<file path="config.mk">
export PLATFORM = sky130hd
export DESIGN_NAME = mister_lbuf_writer
export DESIGN_NICKNAME = d
export VERILOG_FILES = /design/src/rtl/mister_video_pkg.sv /design/src/rtl/mister_lbuf_writer.sv
export SDC_FILE = /design/constraint.sdc
export NUM_CORES = 1
export LEC_CHECK = 0
export ABC_CLOCK_PERIOD_IN_PS = 2500
export BUFFER_PORTS_ARGS = -buffer_cell sky130_fd_sc_hd__buf_2
export CORE_MARGIN = 4
export CORE_UTILIZATION = 52
export DETAILED_ROUTE_END_ITERATION = 16
export GPL_TIMING_DRIVEN = 1
export PLACE_DENSITY_LB_ADDON = 0.1
export SLEW_MARGIN = 40
export SYNTH_ARGS = -nofsm -noshare
export SYNTH_HDL_FRONTEND = slang
export SYNTH_SLANG_ARGS = --single-unit
</file>
<file path="constraint.sdc">
create_clock -name gclk -period 2.5 [get_ports gclk]
set_clock_uncertainty 0.15 [all_clocks]
set_input_delay 0.5 -clock gclk [delete_from_list [all_inputs] [get_ports gclk]]
set_output_delay 0.5 -clock gclk [all_outputs]
set_load 0.005 [all_outputs]
</file>
<file path="src/rtl/mister_video_pkg.sv">
// mister_video_pkg: shared line-buffer writer states, line RAM size and pixel field offsets
package mister_video_pkg;
  typedef enum logic [1:0] {IDLE, REQ, FILL, DONE} lbuf_state_t;
  localparam int LRAM_WORDS = 1024;
  localparam int PIX_G_HI = 15;
  localparam int PIX_G_LO = 11;
  localparam int PIX_R_HI = 10;
  localparam int PIX_R_LO = 6;
  localparam int PIX_B_HI = 5;
  localparam int PIX_B_LO = 1;
  localparam int PIX_I = 0;
endpackage

</file>
<file path="src/rtl/mister_lbuf_writer.sv">
// mister_lbuf_writer: fills the released line RAM bank from a valid/ready pixel stream each line (optional LBUF_PIXDBL_EN: horizontal pixel doubling)
module mister_lbuf_writer
  import mister_video_pkg::*;
#(
  parameter int ADDR_W = 10,
  parameter int CNT_W = 8
) (
  input  logic              gclk,
  input  logic              rst,
  input  logic              HCOMP,
  input  logic              VPSTART,
  input  logic              LRAMSEL,
  input  logic [10:0]       line_len,
  input  logic              pix_dbl,
  output logic              line_req,
  output logic [ADDR_W-1:0] line_num,
  input  logic              src_valid,
  output logic              src_ready,
  input  logic [15:0]       src_data,
  output logic              wr_en,
  output logic              wr_bank,
  output logic [ADDR_W-1:0] wr_adr,
  output logic [15:0]       wr_dat,
  output logic              line_done,
  output logic              underrun,
  output logic [CNT_W-1:0]  underrun_cnt
);
  lbuf_state_t state_q, state_d;
  logic bank_q, bank_d, wbank_q, wbank_d;
  logic [ADDR_W-1:0] line_num_q, line_num_d, cnt_q, cnt_d, lm1_q, lm1_d, wr_adr_q, wr_adr_d;
  logic [15:0] wr_dat_q, wr_dat_d;
  logic wr_en_q, wr_en_d, line_done_q, line_done_d, underrun_q, underrun_d;
  logic half_q, half_d, dbl_q, dbl_d;
  logic [CNT_W-1:0] ucnt_q, ucnt_d;
  logic hs, issue, last, urun;
`ifdef LBUF_PIXDBL_EN
  assign dbl_d = HCOMP ? pix_dbl : dbl_q;
`else
  logic unused_pix_dbl;
  assign unused_pix_dbl = pix_dbl;
  assign dbl_d = 1'b0;
`endif
  assign src_ready = (state_q == FILL) && !half_q;
  assign line_req = state_q == REQ;
  assign line_num = line_num_q;
  assign wr_en = wr_en_q;
  // a final write that coincides with HCOMP must still land in the bank it was issued for
  assign wr_bank = wr_en_q ? wbank_q : bank_q;
  assign wr_adr = wr_adr_q;
  assign wr_dat = wr_dat_q;
  assign line_done = line_done_q;
  assign underrun = underrun_q;
  assign underrun_cnt = ucnt_q;
  always_comb begin
    hs = src_valid && src_ready;
    issue = (state_q == FILL) && (hs || half_q);
    last = issue && (cnt_q == lm1_q);
    urun = HCOMP && ((state_q == REQ) || ((state_q == FILL) && !last));
    state_d = state_q;
    bank_d = bank_q;
    wbank_d = wbank_q;
    line_num_d = line_num_q;
    cnt_d = cnt_q;
    lm1_d = lm1_q;
    wr_adr_d = wr_adr_q;
    wr_dat_d = wr_dat_q;
    wr_en_d = 1'b0;
    line_done_d = 1'b0;
    underrun_d = underrun_q;
    ucnt_d = ucnt_q;
    half_d = 1'b0;
    if (state_q == REQ) begin
      cnt_d = '0;
      state_d = FILL;
    end
    if (issue) begin
      wr_en_d = 1'b1;
      wr_adr_d = cnt_q;
      wr_dat_d = half_q ? wr_dat_q : src_data;
      wbank_d = bank_q;
      cnt_d = cnt_q + 1'b1;
      line_done_d = last;
      half_d = hs && dbl_q && !last;
      state_d = last ? DONE : FILL;
    end
    if (HCOMP) begin
      bank_d = LRAMSEL;
      line_num_d = VPSTART ? '0 : line_num_q + 1'b1;
      lm1_d = (line_len > 11'(LRAM_WORDS)) ? '1 : ADDR_W'(line_len - 11'd1);
      state_d = (line_len == '0) ? DONE : REQ;
      half_d = 1'b0;
      if (urun) begin
        wr_en_d = 1'b0;
        line_done_d = 1'b0;
        underrun_d = 1'b1;
        ucnt_d = &ucnt_q ? ucnt_q : ucnt_q + 1'b1;
      end
    end
  end
  always_ff @(posedge gclk) begin
    if (rst) begin
      state_q <= IDLE;
      bank_q <= 1'b0;
      wbank_q <= 1'b0;
      line_num_q <= '0;
      cnt_q <= '0;
      lm1_q <= '0;
      wr_adr_q <= '0;
      wr_dat_q <= '0;
      wr_en_q <= 1'b0;
      line_done_q <= 1'b0;
      underrun_q <= 1'b0;
      ucnt_q <= '0;
      half_q <= 1'b0;
      dbl_q <= 1'b0;
    end else begin
      state_q <= state_d;
      bank_q <= bank_d;
      wbank_q <= wbank_d;
      line_num_q <= line_num_d;
      cnt_q <= cnt_d;
      lm1_q <= lm1_d;
      wr_adr_q <= wr_adr_d;
      wr_dat_q <= wr_dat_d;
      wr_en_q <= wr_en_d;
      line_done_q <= line_done_d;
      underrun_q <= underrun_d;
      ucnt_q <= ucnt_d;
      half_q <= half_d;
      dbl_q <= dbl_d;
    end
  end
endmodule

</file>
==> results.yml <==
power:
  power.density_mw_per_mm2: 622
  leakage_nw: 1.60
  ir_drop_mv: 0.339
  power_mw: 2.40
setup_path:
  startpoint_type: "register"
  cp_data_arrival_time_ns: 2.28
  reg2reg_depth: 5
  r2r_slack_ns: 0.29
  worst_path_max_delay_cell: "o41ai_4"
  r2r_end: "underrun_cnt[0]$_SDFFE_PP0P_"
  crit_path_end_kind: "register"
  critical_path.max_fanout: 12
  slowest_delay_ns: 0.69
  critical-path-top-delay-family: "compound AO/OA/AOI/OAI gates"
  required_ns: 2.57
  crit_type: "register to register"
  path_cells: "xnor2_1 -> nand4_1 -> o41ai_4 -> nor2b_1 -> mux2_2"
  r2r-start: "cnt_q[8]$_SDFFE_PP0P_"
  critical_path_buf_inv_count: 0
  crit_path_start: "cnt_q[8]$_SDFFE_PP0P_"
clocking:
  cts.path.max_buffers: 2
  cts_made_buffers: 9
  post-cts-setup-buffer-count: 0
  cts_tree: "yes"
  cts_resized: 0
  cts_htree_levels: 3
  cts_hold_buf: 0
  clk_latency_ns: 0.34
  path_clk_slew_ns: 0.08
  cts.sinks: 71
  cts_root_buf: "clkbuf_8"
worst_hold_path:
  whs_endpoint: "wr_dat[0]$_SDFFE_PP0P_"
  hold_class: "primary input to register"
  min_delay_path_depth: 3
  min_from: "src_data[0]"
floorplan:
  die-area_mm2: 0.00729
  core_area_mm2: 0.00564
  die_x_um: 85.4
  row_count: 27
  floorplan.initialDensity: 0.552
  die_height_um: 85.4
  io_pins: 84
placement:
  place_congestion: 0.817
  dpl.hpwl_mm: 4.88
  dp_slack_ns: 0.117
  portBuffers: 82
  placed_cell_area_mm2: 0.00361
timing:
  setup_tns_ns: 0
  period_minus_slack_ns: 2.21
  slew_headroom: 0.582
  report.final.slew_viol_count: 0
  rsz0062_at_grt: "false"
  fin_crit_sh: 0.883
  setup_viol: 0
  hold_slack_ns: 0.247
  maxClockFrequency_ghz: 0.453
  setup_ws_ns: 0.291
  hold_violations: 0
  tightest_slew_ns: 0.624
finish:
  antenna_cells: 0
  fill_cells: 478
  final_common_cell: "buf_2"
  fin_area_mm2: 0.00386
  multi_input_comb_area_mm2: 0.00159
  layout.area.seq_mm2: 0.00142
  drive_above_1_share: 0.268
  layout_common_cells: "buf_2 (82), nand2_1 (73), dfxtp_1 (71)"
  nets: 492
  areaGrowthSynthToFinish_pct: 23.8
drt:
  detail-route-antenna-nets: 0
  initialDrtViolationCount: 157
  first_pass_iters: 4
  totalWireLength_mm: 6.74
  route.detailed.drc: 0
  detailroute.via_count: 2793
  avgRoutedWirePerCell_um: 12.7
  via_per_inst: 5.26
global_route:
  grt.overflow.total: 0
  grt_max_degree: 34
  antenna_found_initial: 0
  grt_pass1_vias: 2588
  grt_pass1_wl_mm: 11.3
  grtUsageTotal: 0.190
synth:
  synthTopCellsByArea: "dfxtp_1 (46%), nand2_1 (8.8%), a21oi_1 (6.3%)"
  synth_cell_types: 47
  synth-seq-cells: 71
  synth_flop_cell: "dfxtp_1"
  synth_edf_count: 0
  syn_inst: 370
  ys_warn_count: 0
  synthDominantCellAreaShare: 0.456
  synth_fp_nets: 408
  syn-mean-instance-area_um2: 8.42
  synthArstFlopShare: 0
  seq_area_frac_synth: 0.456
  synth_top_area_cell: "dfxtp_1"
  netlist_area_mm2: 0.00312
job:
  maxCapViolations: 0
outcome:
  outcome: "finished clean"
synthesized netlist by cell type (all sizes together), types with 3 or more instances:
library cell	n
nand2	73
nor2b	5
mux2i	3
o21ai	7
and3	6
clkbuf	14
nand3b	3
xor2	9
buf	5
nand4	8
a211oi	11
dfxtp	71
or3	5
inv	8
nand2b	3
nor4	3
ha	4
nor3	6
a21oi	40
mux2	5
xnor2	17
nor2	34
nand3	6
power breakdown:
group	internal, mW	switching (mW)
logic	0.0829	0.110
registers	1.16	0.0202
clock network	0.614	0.413
worst max-delay path by stage:
stage | endpoint | slack [ns] | cells past startpoint
6_report | underrun_cnt[0]$_SDFFE_PP0P_ | 0.29 | 5
3_3_place_gp | underrun_cnt[0]$_SDFFE_PP0P_ | 0.20 | 5
3_5_place_dp | underrun_cnt[0]$_SDFFE_PP0P_ | 0.12 | 5
5_1_grt | underrun_cnt[0]$_SDFFE_PP0P_ | 0.21 | 5
2_1_floorplan | lm1_q[0]$_SDFFE_PP0P_ | 0.54 | 5
4_1_cts | underrun_cnt[0]$_SDFFE_PP0P_ | 0.11 | 5
registers in the layout, indices dropped and copies added, names as in the netlist:
signal	cells
line_done	1
state_q	2
underrun	1
cnt_q	10
wr_dat	16
wr_adr	10
wr_en	1
underrun_cnt	8
line_num	10
bank_q	1
wbank_q	1
lm1_q	10
tightest hold or removal path, stage by stage:
cell and delay [ns]:
buf_2 0.10, nand2_1 0.04, a21oi_1 0.05
area by class of cell:
class	count	area share
Multi-Input combinational cell	271	0.413
Clock buffer	11	0.0393
Sequential cell	71	0.369
Timing Repair Buffer	92	0.126
Clock inverter	5	0.0208
Tap cell	72	0.0234
Inverter	9	0.00909
cell families after synthesis:
group,synth area share
buf+inv,0.0361
xor+xnor,0.0731
flops,0.456
mux,0.0277
fa+ha+maj,0.0161
compound gates,0.142
simple gates,0.249
routing by layer:
| layer | wire length, um | vias to the layer above | GRT usage |
|---|---|---|---|
| li1 | - | 1431 | - |
| met1 | 3000 | 1278 | 0.230 |
| met2 | 3180 | 71 | 0.320 |
| met3 | 412 | 13 | 0.0437 |
| met4 | 137 | 0 | 0.0863 |
| met5 | 0 | - | 0 |
per-stage QoR:
stage | utilization | instances
after floorplan | - | 370
after global placement | 0.640 | 515
after detailed placement | 0.640 | 515
after CTS | 0.682 | 531
after global routing | 0.684 | 531
final | 0.684 | 531
No activity file was read; power rests on OpenSTA's default activity.
